$ cat src/rtl/scan_chain_loader.sv
// scan_chain_loader: loads the memory bank scan chain (memory cells, button,
// LED, locking key) from a byte-wide valid/ready host stream, MSB first, one
// bit per scan_enable cycle, while holding the CPU off the bank.
// Optional feature macro: SCAN_READBACK_EN -- captures the bits leaving the
// chain on scan_out and returns them as bytes on rd_data/rd_valid.
module scan_chain_loader #(
   parameter int CHAIN_LEN = 144,
   parameter int CNT_W     = 8
) (
   input  logic       clk,
   input  logic       rst,
   input  logic       start,
   input  logic       abort,
   input  logic [7:0] byte_in,
   input  logic       byte_valid,
   output logic       byte_ready,
   output logic       scan_enable,
   output logic       scan_in,
   input  logic       scan_out,
   output logic       cpu_hold,
   output logic       busy,
   output logic       done,
   output logic [7:0] rd_data,
   output logic       rd_valid
);

   localparam logic [1:0] S_IDLE  = 2'd0;
   localparam logic [1:0] S_WAIT  = 2'd1;
   localparam logic [1:0] S_SHIFT = 2'd2;
   localparam logic [1:0] S_DONE  = 2'd3;

   localparam logic [CNT_W-1:0] LAST_CNT = CNT_W'(CHAIN_LEN);

   logic [1:0]       state_q, state_d;
   logic [7:0]       shreg_q, shreg_d;
   logic [CNT_W-1:0] bit_cnt_q, bit_cnt_d;
   logic             scan_in_d;
   logic             byte_end_s;
   logic             byte_ready_q, scan_enable_q, scan_in_q;
   logic             cpu_hold_q, busy_q, done_q;

   // The 8th shift of a byte is the one where the low three counter bits are all ones.
   assign byte_end_s = (state_q == S_SHIFT) && (bit_cnt_q[2:0] == 3'b111);

   // Next-state, shift register, bit counter and next scan_in bit.
   always_comb begin
      state_d   = state_q;
      shreg_d   = shreg_q;
      bit_cnt_d = bit_cnt_q;
      scan_in_d = 1'b0;
      if (abort) begin
         // Abort leaves the partially shifted chain as it is.
         state_d = S_IDLE;
      end else begin
         case (state_q)
            S_IDLE: begin
               if (start) begin
                  state_d   = S_WAIT;
                  bit_cnt_d = {CNT_W{1'b0}};
               end else begin
                  state_d = S_IDLE;
               end
            end
            S_WAIT: begin
               if (byte_valid && byte_ready_q) begin
                  shreg_d   = byte_in;
                  scan_in_d = byte_in[7];
                  state_d   = S_SHIFT;
               end else begin
                  state_d = S_WAIT;
               end
            end
            S_SHIFT: begin
               shreg_d   = {shreg_q[6:0], 1'b0};
               bit_cnt_d = bit_cnt_q + {{(CNT_W-1){1'b0}}, 1'b1};
               if (byte_end_s) begin
                  // Counter stops exactly at CHAIN_LEN; it is cleared again on start.
                  state_d = (bit_cnt_d == LAST_CNT) ? S_DONE : S_WAIT;
               end else begin
                  state_d   = S_SHIFT;
                  scan_in_d = shreg_q[6];
               end
            end
            S_DONE: begin
               state_d = S_IDLE;
            end
            default: begin
               state_d = S_IDLE;
            end
         endcase
      end
   end

   // State, datapath and registered outputs decoded from the next state.
   always_ff @(posedge clk) begin
      if (rst) begin
         state_q       <= S_IDLE;
         shreg_q       <= 8'h00;
         bit_cnt_q     <= {CNT_W{1'b0}};
         byte_ready_q  <= 1'b0;
         scan_enable_q <= 1'b0;
         scan_in_q     <= 1'b0;
         cpu_hold_q    <= 1'b0;
         busy_q        <= 1'b0;
         done_q        <= 1'b0;
      end else begin
         state_q       <= state_d;
         shreg_q       <= shreg_d;
         bit_cnt_q     <= bit_cnt_d;
         byte_ready_q  <= (state_d == S_WAIT);
         scan_enable_q <= (state_d == S_SHIFT);
         scan_in_q     <= scan_in_d;
         cpu_hold_q    <= (state_d != S_IDLE);
         busy_q        <= (state_d != S_IDLE);
         done_q        <= (state_d == S_DONE);
      end
   end

   assign byte_ready  = byte_ready_q;
   assign scan_enable = scan_enable_q;
   assign scan_in     = scan_in_q;
   assign cpu_hold    = cpu_hold_q;
   assign busy        = busy_q;
   assign done        = done_q;

`ifdef SCAN_READBACK_EN
   logic [7:0] cap_q, cap_d;
   logic [7:0] rd_data_q, rd_data_d;
   logic       rd_valid_q, rd_valid_d;

   // Capture the bit leaving the chain on every shift; present a byte after its 8th bit.
   always_comb begin
      cap_d      = cap_q;
      rd_data_d  = rd_data_q;
      rd_valid_d = 1'b0;
      if ((state_q == S_SHIFT) && !abort) begin
         cap_d = {cap_q[6:0], scan_out};
         if (byte_end_s) begin
            rd_data_d  = {cap_q[6:0], scan_out};
            rd_valid_d = 1'b1;
         end else begin
            rd_valid_d = 1'b0;
         end
      end else begin
         cap_d = cap_q;
      end
   end

   // Readback registers.
   always_ff @(posedge clk) begin
      if (rst) begin
         cap_q      <= 8'h00;
         rd_data_q  <= 8'h00;
         rd_valid_q <= 1'b0;
      end else begin
         cap_q      <= cap_d;
         rd_data_q  <= rd_data_d;
         rd_valid_q <= rd_valid_d;
      end
   end

   assign rd_data  = rd_data_q;
   assign rd_valid = rd_valid_q;
`else
   logic unused_scan_out_s;

   assign unused_scan_out_s = scan_out;
   assign rd_data           = 8'h00;
   assign rd_valid          = 1'b0;
`endif

endmodule

$ cat config.mk
export PLATFORM = sky130hd
export DESIGN_NAME = scan_chain_loader
export DESIGN_NICKNAME = d
export VERILOG_FILES = /design/src/rtl/scan_chain_loader.sv
export SDC_FILE = /design/constraint.sdc
export NUM_CORES = 1
export LEC_CHECK = 0
export CORE_AREA = 5 5 54 56
export CTS_CLUSTER_DIAMETER = 100
export DETAILED_ROUTE_END_ITERATION = 10
export DIE_AREA = 0 0 59 61
export PLACE_DENSITY = 0.86
export SLEW_MARGIN = 20
export SYNTH_ARGS = -nofsm -noshare
export SYNTH_HDL_FRONTEND = slang
export SYNTH_SLANG_ARGS = --single-unit
$ cat constraint.sdc
create_clock -name clk -period 4.95 [get_ports clk]
set_input_delay 0.7425 -clock clk [delete_from_list [all_inputs] [get_ports clk]]
set_output_delay 0.7425 -clock clk [all_outputs]
set_load 0.02 [all_outputs]
After elaboration in Yosys (flattened, before gate mapping)
Cells that the tools add are included.
{"block": "op_classes", "addsub": 1, "n_eq_ne": 10, "muxes": 13, "bitwise_logic": 1, "n_reduce_logical": 9}
{"cell": "$pmux W8 S2", "count": 1}
{"cell": "$pmux W7 S2", "count": 1}
{"cell": "$add A8 B1 Y8 const B", "count": 1}
{"cell": "$eq A2 B2 Y1 const B", "count": 4}
{"cell": "$eq A8 B8 Y1 const B", "count": 1}
{"cell": "$mux W2", "count": 4}
{"cell": "$mux W8", "count": 1}
{"cell": "$pmux W2 S4", "count": 1}
{"cell": "$mux W7", "count": 1}
{"cell": "$reduce_and A3 Y1", "count": 2}
{"cell": "$reduce_bool A2 Y1", "count": 3}
{"cell": "$eq A2 B1 Y1 const B", "count": 2}
{"cell": "$ne A2 B2 Y1 const B", "count": 2}
{"cell": "$eq A3 B3 Y1 const B", "count": 1}
{"cell": "$mux W1", "count": 3}
{"cell": "$logic_and A1 B1 Y1", "count": 2}
{"cell": "$logic_not A2 Y1", "count": 1}
{"cell": "$pmux W1 S2", "count": 1}
{"cell": "$reduce_or A2 Y1", "count": 1}
{"cell": "$not A1 Y1", "count": 1}
{"block": "totals", "reg_bits": 22, "inputBits": 14, "output_inout_bits": 15, "word_cells": 42}

Longest topological paths before layout
Gate-level depths: netlist of run 1.
{"block": "logic_depth", "word_depth": 7, "mapped_depth": 7, "ltp_nobuf": 6}

Worst setup path before layout of run 1
OpenSTA, ideal clock, no wires.
{"block": "synth_path", "kind": "in2reg", "from": "input port start", "to": "register bit_cnt_q[6]", "setup_time_ns": 0.070, "t_arrival_ns": 1.681, "setup_slack_ns": 3.199, "path_stages": 4, "n_path_buf": 0, "path_cell_list": "mux2i_1 or3_4 or4_1 a21oi_1"}
{"block": "synth_between", "elab_chain_len": 2}
{"item": "from (decl)", "line": "12", "text": "input logic start,"}
{"item": "$ne A2 B2 Y1 (no source line)"}
{"item": "$reduce_and A3 Y1 (no source line)"}
{"item": "to (signal assigned)", "line": "99", "text": "bit_cnt_q <= {CNT_W{1'b0}};"}
{"item": "to (signal assigned)", "line": "109", "text": "bit_cnt_q <= bit_cnt_d;"}
{"item": "to (decl)", "line": "36", "text": "logic [CNT_W-1:0] bit_cnt_q, bit_cnt_d;"}
Every way passes these cells.
A chain may end at the register's enable or synchronous reset.

Worst setup path after layout of run 1
{"block": "layout_path", "from": "register state_q[0]", "to": "register bit_cnt_q[6]"}
{"block": "layout_between", "elab_chain_len": 3}
{"item": "from (decl)", "line": "34", "text": "logic [1:0] state_q, state_d;"}
{"item": "from (signal assigned)", "line": "107", "text": "state_q <= state_d;"}
{"item": "$eq A2 B2 Y1 / $logic_not A2 Y1 (equally long branches)", "line": "55", "text": "case (state_q)"}
{"item": "$reduce_bool A2 Y1 (no source line) / $ne A2 B2 Y1 (equally long branches)"}
{"item": "$reduce_and A3 Y1 (no source line)"}
Several ways; a longest one is shown, not always the timed one.

==> impl_metrics.yaml, run 1 <==
run_status:
  outcome: "complete, no violations"
clock_network:
  cts_resized: 0
  cts_tree: "done"
  cts_made_buffers: 3
  clk_latency_ps: 310
  clkSinkCount: 22
  clkTransAtPathRegs_ps: 130
  cts_max_path_buffers: 2
  ctsHtreeMaxLevel: 1
  hold_buffers: 0
  cts_setup_buffers: 0
  root_buffer: "clkbuf_4"
die:
  die_width_um: 59
  core_region_area_um2: 2390
  rows: 18
  fp.dieArea_um2: 3600
  io_pins: 29
  fp.dieH_um: 61
  start_util: 0.493
global_routing:
  track_usage: 0.139
  grt_pass1_vias: 930
  antenna_found_initial: 0
  globalRouteOverflowTotal: 0
  grt_start_max_net_pins: 20
  grt_pass1_wl_um: 3870
finish:
  nNetsFinal: 172
  diodes: 0
  drive_gt1_frac: 0.0658
  syn_to_final_growth_pct: 17.8
timing:
  finClkSkew_ps: 6.29
  max_freq_ghz: 0.430
  period_needed_ps: 2320
  hold_viol: 0
  min_period_over_period: 0.470
  setup_ws_ps: 2630
  setup_tns_ps: 0
  relSlewSlack: 0.471
  drv_slew: 0
  holdWs_ps: 498
  setup_viol: 0
  rsz0062_at_grt: "false"
  worst_pin_slew_ps: 792
placement:
  dp_slack_ps: 2410
  hpwl_um: 1760
  portBuffers: 18
  gp_congestion: 0.881
routing:
  drt_first_pass_iters: 4
  drtIter0Drc: 22
  wl_met1_um: 1040
  drt-total-wl_um: 2360
  routed.top_layer: "met4"
  wl_met3_um: 178
  wl_met2_um: 1130
  drc: 0
  via_per_inst: 5.51
  routedWlPerCell_um: 13.0
  ant_nets: 0
  vias: 1003
setup_path:
  crit_type: "flip-flop to flip-flop"
  end_kind: "flip-flop"
  cp.required_ps: 5180
  cp.arrival_ps: 2560
  start_kind: "flip-flop"
  crit_fanout: 16
pwr:
  power_frac_seq: 0.512
  switching_share: 0.217
  internal-power_w: 0.000279
  p_leak_nw: 0.493
  p_switching_w: 0.0000772
  vdd_drop_max_mv: 0.167
  pwr-share-comb: 0.102
  clkPwrFrac: 0.386
  p_per_area_nw_per_um2: 257
synth:
  syn_area_um2: 1180
  synth_top_area_frac: 0.374
  yosysTopAreaCell: "dfxtp_1"
  ys_ff_latch: 22
  ys.flop_type: "dfxtp_1"
  ys_top_cells_by_area: "dfxtp_1 37%, buf_4 6.4%, mux2i_1 6.0%"
  ys_types: 41
  seq_area_frac_synth: 0.374
  synthCells: 136
  yosys_warnings: 0
  async_reset_ff_frac: 0
  synth_edf_count: 0
  avgSynthCellArea_um2: 8.65
run:
  maxCapViolations: 0
worst_hold_path:
  min_path_type: "flip-flop to flip-flop"
## registers in the layout, summed over array words and instances, names as in the netlist
signal       cells
done             1
shreg_q          7
busy             1
bit_cnt_q        8
state_q          2
byte_ready       1
scan_in          1
scan_enable      1
## power by group through the flow
stage / sequential (W) / clock (W) / combinational, W
6_report: 0.000182 / 0.000137 / 0.0000365
5_1_grt: 0.000183 / 0.000147 / 0.0000395
4_1_cts: 0.000182 / 0.000141 / 0.0000363
3_5_place_dp: 0.000186 / 0 / 0.0000361
3_3_place_gp: 0.000186 / 0 / 0.0000355
2_1_floorplan: 0.000187 / 0 / 0.0000259
## cell usage in the layout, fill, tap and decap left out, types with 2 or more instances in the layout
cell             synthesis  final
nor3_1                   3      3
inv_1                    4      4
nor2b_1                  3      3
clkdlybuf4s50_1          0     18
nor2_1                  11     11
ha_1                     5      5
or3_1                    3      3
nand3_1                  7      7
nand2b_1                 2      2
a31oi_1                  2      2
nand2_1                  7      7
a21oi_1                 10     10
a211oi_1                 6      6
and3_1                   3      3
clkbuf_4                 0      3
conb_1                   1      9
mux2i_1                  7      7
dfxtp_1                 22     22
o21ai_0                  6      6
## final cells by class
| class | instances | area (um2) |
|---|---|---|
| Clock buffer | 3 | 22.5 |
| Clock inverter | 1 | 30.0 |
| Fill cell | 223 | 1000 |
| Inverter | 5 | 18.8 |
| Multi-Input combinational cell | 103 | 656 |
| Sequential cell | 22 | 440 |
| Tap cell | 30 | 37.5 |
| Timing Repair Buffer | 18 | 180 |
## final timing paths
check,cells after the start,endpoint,startpoint,slack [ps]
max reg2reg,6,bit_cnt_q[6]$_SDFFE_PP0P_,state_q[0]$_SDFF_PP0_,2630
min,2,shreg_q[0]$_SDFFE_PP0P_,shreg_q[0]$_SDFFE_PP0P_,500
min reg2reg,2,shreg_q[0]$_SDFFE_PP0P_,shreg_q[0]$_SDFFE_PP0P_,500
max,6,bit_cnt_q[6]$_SDFFE_PP0P_,state_q[0]$_SDFF_PP0_,2630
## cell usage after synthesis (all sizes together), types with 2 or more instances
| cell | count |
|---|---|
| or3 | 4 |
| nand2b | 2 |
| nor3 | 3 |
| a21oi | 10 |
| nor2b | 3 |
| nor2 | 11 |
| nand2 | 7 |
| buf | 12 |
| clkbuf | 2 |
| nand3 | 7 |
| a211oi | 6 |
| ha | 5 |
| dfxtp | 22 |
| a31oi | 2 |
| mux2i | 7 |
| and3 | 3 |
| o21ai | 6 |
| inv | 5 |
## metrics by stage
step	utilization	power [W]	cell area, um2	cells
floorplan	-	0.000213	1210	144
global placement	0.558	0.000221	1330	178
detailed placement	0.558	0.000222	1330	178
CTS	0.580	0.000359	1390	182
global route	0.580	0.000369	1390	182
finish	0.580	0.000356	1390	182
## critical path, cell delays in order (launching register included)
cell	delay [ps]
dfxtp_1	340
inv_1	70
ha_1	630
mux2i_1	220
or3_4	410
or4_1	420
a21oi_1	150
## metal layers
metal  GRT usage  up-vias
met1       0.164      458
met2       0.243       38
met4      0.0485        0
li1            -      503
met3      0.0362        4
met5           0        -
## cell families after synthesis
group | synth area share
compound gates | 0.193
flops | 0.374
buf+inv | 0.0936
mux | 0.0692
fa+ha+maj | 0.0532
xor+xnor | 0.00745
simple gates | 0.206
other cells | 0.00319
(Power assumes the default switching activity.)
==> run 2: changes to the inputs <==
Settings changed: CORE_AREA 5 5 54 56 to 5 5 59 61, DIE_AREA 0 0 59 61 to 0 0 64 66, PLACE_DENSITY 0.86 to 0.76.
Clock period 4.95 ns to 2 ns, I/O delays scaled along.
==> impl_metrics.yaml, run 2 (synthesis gave the netlist of run 1 again) <==
clock_network:
  clk_latency_ps: 310
  cts_max_path_buffers: 2
  ctsHtreeMaxLevel: 1
  cts_resized: 0
  hold_buffers: 0
  cts_setup_buffers: 0
  root_buffer: "clkbuf_4"
  cts_tree: "done"
  cts_made_buffers: 3
  clkTransAtPathRegs_ps: 130
  clkSinkCount: 22
finish:
  largest_register_ffs: 8
  layout_common_cells: "22 x dfxtp_1, 18 x clkdlybuf4s50_1, 11 x nor2_1"
  diodes: 0
  drive_gt1_frac: 0.0955
  regMostFlops: "bit_cnt_q"
  regArea_um2: 440
  largestRegisters: "bit_cnt_q: 8 flops, shreg_q: 7 flops, state_q: 2 flops"
  nNetsFinal: 177
  fillers: 290
  syn_to_final_growth_pct: 19.9
  multi_input_area_um2: 656
  final_common_cell: "dfxtp_1"
die:
  io_pins: 29
  fp.dieH_um: 66
  start_util: 0.402
  rows: 20
  die_width_um: 64
  core_region_area_um2: 2930
  fp.dieArea_um2: 4220
setup_path:
  start_kind: "flip-flop"
  cp_top_family: "simple AND/OR/NAND/NOR gates"
  cp.required_ps: 2250
  crit_chain: "inv_1 > ha_1 > mux2i_1 > or3_4 > or4_1 > a21oi_1"
  reg2reg_depth: 6
  cp_num_cells: 6
  cp.arrival_ps: 2090
  rr_startpoint: "state_q[0]$_SDFF_PP0_"
  critPathBufInv: 1
  crit_fanout: 6
  critical_path.endpoint: "bit_cnt_q[6]$_SDFFE_PP0P_"
  end_kind: "flip-flop"
  cpPeakStageDelay_ps: 410
  ff2ff_setup_slack_ps: 160
  crit_start: "state_q[0]$_SDFF_PP0_"
  crit_type: "flip-flop to flip-flop"
  r2r-end: "bit_cnt_q[6]$_SDFFE_PP0P_"
  cp_slowest_cell: "or4_1"
placement:
  gp_congestion: 0.929
  portBuffers: 18
  hpwl_um: 1860
global_routing:
  track_usage: 0.119
  globalRouteOverflowTotal: 0
  antenna_found_initial: 0
  grt_pass1_vias: 989
  grt_pass1_wl_um: 4120
  grt_start_max_net_pins: 19
routing:
  drt-total-wl_um: 2340
  drtIter0Drc: 28
  via_per_inst: 5.28
  drc: 0
  drt_first_pass_iters: 4
  routedWlPerCell_um: 12.3
  ant_nets: 0
  vias: 1004
timing:
  max_freq_ghz: 0.542
  setup_viol: 0
  rsz0062_at_grt: "false"
  hold_viol: 0
  finClkSkew_ps: 7.27
  period_needed_ps: 1840
  drv_slew: 0
  holdWs_ps: 488
  min_period_over_period: 0.922
  setup_tns_ps: 0
worst_hold_path:
  min_path_type: "flip-flop to flip-flop"
pwr:
  vdd_drop_max_mv: 0.279
  p_per_area_nw_per_um2: 562
  p_leak_nw: 0.512
run_status:
  outcome: "complete, no violations"
run:
  maxCapViolations: 0
[run 2: cell types whose count changed in the layout (fill, tap and decap cells not counted), sizes merged]
cell / previous run / this run
buf: 0 / 5
bufinv: 1 / 0
clkbuf: 3 / 4
[run 2: per-layer routing]
layer  track usage  routed length [um]  vias up
met1         0.147                1030      457
met5             0                   0        -
met2         0.206                1160       32
met3        0.0238                 147        2
li1              -                   -      513
met4        0.0390                   8        0
[run 2: worst min-delay path by stage]
| stage | startpoint | end | cells past startpoint | slack [ps] |
|---|---|---|---|---|
| after floorplan | shreg_q[0]$_SDFFE_PP0P_ | shreg_q[0]$_SDFFE_PP0P_ | 2 | 450 |
| after global placement | shreg_q[0]$_SDFFE_PP0P_ | shreg_q[0]$_SDFFE_PP0P_ | 2 | 460 |
| after detailed placement | shreg_q[0]$_SDFFE_PP0P_ | shreg_q[0]$_SDFFE_PP0P_ | 2 | 470 |
| after CTS | shreg_q[0]$_SDFFE_PP0P_ | shreg_q[0]$_SDFFE_PP0P_ | 2 | 490 |
| after global routing | shreg_q[0]$_SDFFE_PP0P_ | shreg_q[0]$_SDFFE_PP0P_ | 2 | 520 |
| final | shreg_q[0]$_SDFFE_PP0P_ | shreg_q[0]$_SDFFE_PP0P_ | 2 | 490 |
[run 2: final cells by class]
class                      count  share of cell area
inverter                       5              0.0133
multi-input combinational    103               0.465
timing repair buffer          23               0.154
tap                           33              0.0293
sequential                    22               0.312
clock buffer                   4              0.0257
[run 2: worst min-delay path: stages (launching register included)]
cell and delay, ps:
dfxtp_1 340, nand2b_1 70, a21oi_1 50
[run 2: power by group]
| part | internal [W] | total (W) | switching (W) | leakage (nW) |
|---|---|---|---|---|
| Combinational | 0.0000439 | 0.0000934 | 0.0000494 | 0.313 |
| Sequential | 0.000446 | 0.000451 | 0.00000433 | 0.178 |
| Clock | 0.000111 | 0.000248 | 0.000137 | 0.0210 |
[run 2: stage by stage]
stage          instances   util  power [W]  setup slack, ps  cell area, um2
4_1_cts              190  0.482   0.000799              162            1410
5_1_grt              190  0.482   0.000833             34.6            1410
3_5_place_dp         186  0.469   0.000554              125            1370
6_report             190  0.482   0.000792              156            1410
3_3_place_gp         186  0.469   0.000552              113            1370
2_1_floorplan        144      -   0.000526              313            1210
==> run 3: changes to the inputs <==
Settings changed: CORE_AREA 5 5 59 61 to 5 5 58 60, CTS_BUF_LIST set to sky130_fd_sc_hd__clkbuf_8, DIE_AREA 0 0 64 66 to 0 0 63 65, PLACE_DENSITY 0.76 to 0.78.
==> impl_metrics.yaml, run 3 (synthesis gave the netlist of run 1 again) <==
setup_path:
  crit_type: "flip-flop to flip-flop"
  r2r-end: "bit_cnt_q[6]$_SDFFE_PP0P_"
  end_kind: "flip-flop"
  cp_slowest_cell: "or4_1"
  ff2ff_setup_slack_ps: 140
  start_kind: "flip-flop"
  crit_chain: "inv_1 > ha_1 > mux2i_1 > or3_4 > or4_1 > a21oi_1"
  crit_fanout: 6
  cpPeakStageDelay_ps: 400
  reg2reg_depth: 6
  rr_startpoint: "state_q[0]$_SDFF_PP0_"
  cp.required_ps: 2200
  cp.arrival_ps: 2060
global_routing:
  grt_use_met1: 0.144
  track_usage: 0.126
  grt_start_max_net_pins: 19
  globalRouteOverflowTotal: 0
  grt_use_met2: 0.219
  antenna_found_initial: 0
  top_usage_layer: "met2"
  grt_use_met3: 0.0347
  grt_pass1_wl_um: 4220
  grt_pass1_vias: 1009
placement:
  portBuffers: 18
  place_inst: 186
  dp_slack_ps: 103
  gp_congestion: 0.844
  hpwl_um: 1900
pwr:
  pwr-share-comb: 0.099
  clkPwrFrac: 0.429
  vdd_drop_max_mv: 0.358
  p_per_area_nw_per_um2: 660
  internal-power_w: 0.000757
  p_switching_w: 0.000197
  p_leak_nw: 0.527
  switching_share: 0.206
  power_frac_seq: 0.472
clock_network:
  ctsHtreeMaxLevel: 1
  cts_tree: "done"
  cts_setup_buffers: 0
  hold_buffers: 0
  clkSinkCount: 22
  clk_latency_ps: 260
  cts_resized: 0
  cts_max_path_buffers: 2
  clkTransAtPathRegs_ps: 80
  cts_made_buffers: 3
  root_buffer: "clkbuf_8"
die:
  start_util: 0.409
  die_width_um: 63
  fp.dieArea_um2: 4100
  io_pins: 29
  core_region_area_um2: 2880
  rows: 20
  fp.dieH_um: 65
worst_hold_path:
  hold_end: "shreg_q[0]$_SDFFE_PP0P_"
  min_path_type: "flip-flop to flip-flop"
  min_from: "shreg_q[0]$_SDFFE_PP0P_"
  hold_depth: 2
finish:
  final_cell_count_no_fill: 190
  drive_gt1_frac: 0.0955
  regArea_um2: 440
  regMostFlops: "bit_cnt_q"
  multi_input_area_um2: 656
  nNetsFinal: 177
  syn_to_final_growth_pct: 22.9
  final_util: 0.502
  largest_register_ffs: 8
  layout_common_cells: "22 x dfxtp_1, 18 x clkdlybuf4s50_1, 11 x nor2_1"
  final_common_cell: "dfxtp_1"
  diodes: 0
  largestRegisters: "bit_cnt_q: 8 flops, shreg_q: 7 flops, state_q: 2 flops"
  fillers: 271
routing:
  routedWlPerCell_um: 12.7
  drtIter0Drc: 23
  drt_first_pass_iters: 4
  drc: 0
  via_per_inst: 5.38
  ant_nets: 0
  vias: 1022
  drt-total-wl_um: 2420
timing:
  finClkSkew_ps: 3.42
  setup_viol: 0
  hold_viol: 0
  holdWs_ps: 494
  period_needed_ps: 1860
  drv_slew: 0
  setup_tns_ps: 0
  setup_ws_ps: 137
  max_freq_ghz: 0.537
  rsz0062_at_grt: "false"
  min_period_over_period: 0.931
run_status:
  outcome: "complete, no violations"
run:
  maxCapViolations: 0
## run 3: changes by cell type in the layout (fill, tap and decap cells not counted), sizes merged
cell,before,now
clkbuf,4,3
bufinv,0,1
## run 3: cell type report
type                            instances  area share
Clock inverter                          1      0.0208
Inverter                                5      0.0130
Timing Repair Buffer                   23       0.151
Multi-Input combinational cell        103       0.454
Clock buffer                            3      0.0286
Sequential cell                        22       0.305
Tap cell                               33      0.0286
## run 3: power by group through the flow
stage | combinational, W | clock (W) | sequential [W]
global route | 0.000103 | 0.000451 | 0.000451
detailed placement | 0.0000943 | 0 | 0.000461
finish | 0.0000943 | 0.000409 | 0.000450
CTS | 0.0000944 | 0.000425 | 0.000450
global placement | 0.0000921 | 0 | 0.000460
floorplan | 0.0000641 | 0 | 0.000462
## run 3: metrics by stage
| stage | cell area, um2 | total power, W |
|---|---|---|
| finish | 1450 | 0.000954 |
| global route | 1450 | 0.00101 |
| CTS | 1450 | 0.000969 |
| detailed placement | 1370 | 0.000555 |
| global placement | 1370 | 0.000552 |
| floorplan | 1210 | 0.000526 |
## run 3: worst max-delay path, delay by kind of cell (launching register included)
| kind | cells | cell delay [ps] |
|---|---|---|
| adders and majority gates | 1 | 270 |
| and+or+nand+nor | 2 | 780 |
| DFF | 1 | 350 |
| AOI/OAI and AO/OA | 1 | 150 |
| buffers and inverters | 1 | 70 |
| muxes | 1 | 180 |
## run 3: worst max path at each step
| stage | from | to | slack (ps) | cells past startpoint |
|---|---|---|---|---|
| floorplan | state_q[0]$_SDFF_PP0_ | bit_cnt_q[6]$_SDFFE_PP0P_ | 310 | 6 |
| global placement | start | bit_cnt_q[6]$_SDFFE_PP0P_ | 120 | 5 |
| detailed placement | start | bit_cnt_q[6]$_SDFFE_PP0P_ | 100 | 5 |
| CTS | state_q[0]$_SDFF_PP0_ | bit_cnt_q[6]$_SDFFE_PP0P_ | 130 | 6 |
| global route | state_q[0]$_SDFF_PP0_ | bit_cnt_q[6]$_SDFFE_PP0P_ | 20 | 6 |
| finish | state_q[0]$_SDFF_PP0_ | bit_cnt_q[6]$_SDFFE_PP0P_ | 140 | 6 |
## run 3: layer usage
layer	part of all wire	wire length, um
met1	0.42	1020
met2	0.51	1230
met3	0.055	133
met4	0.016	38
met5	0	0
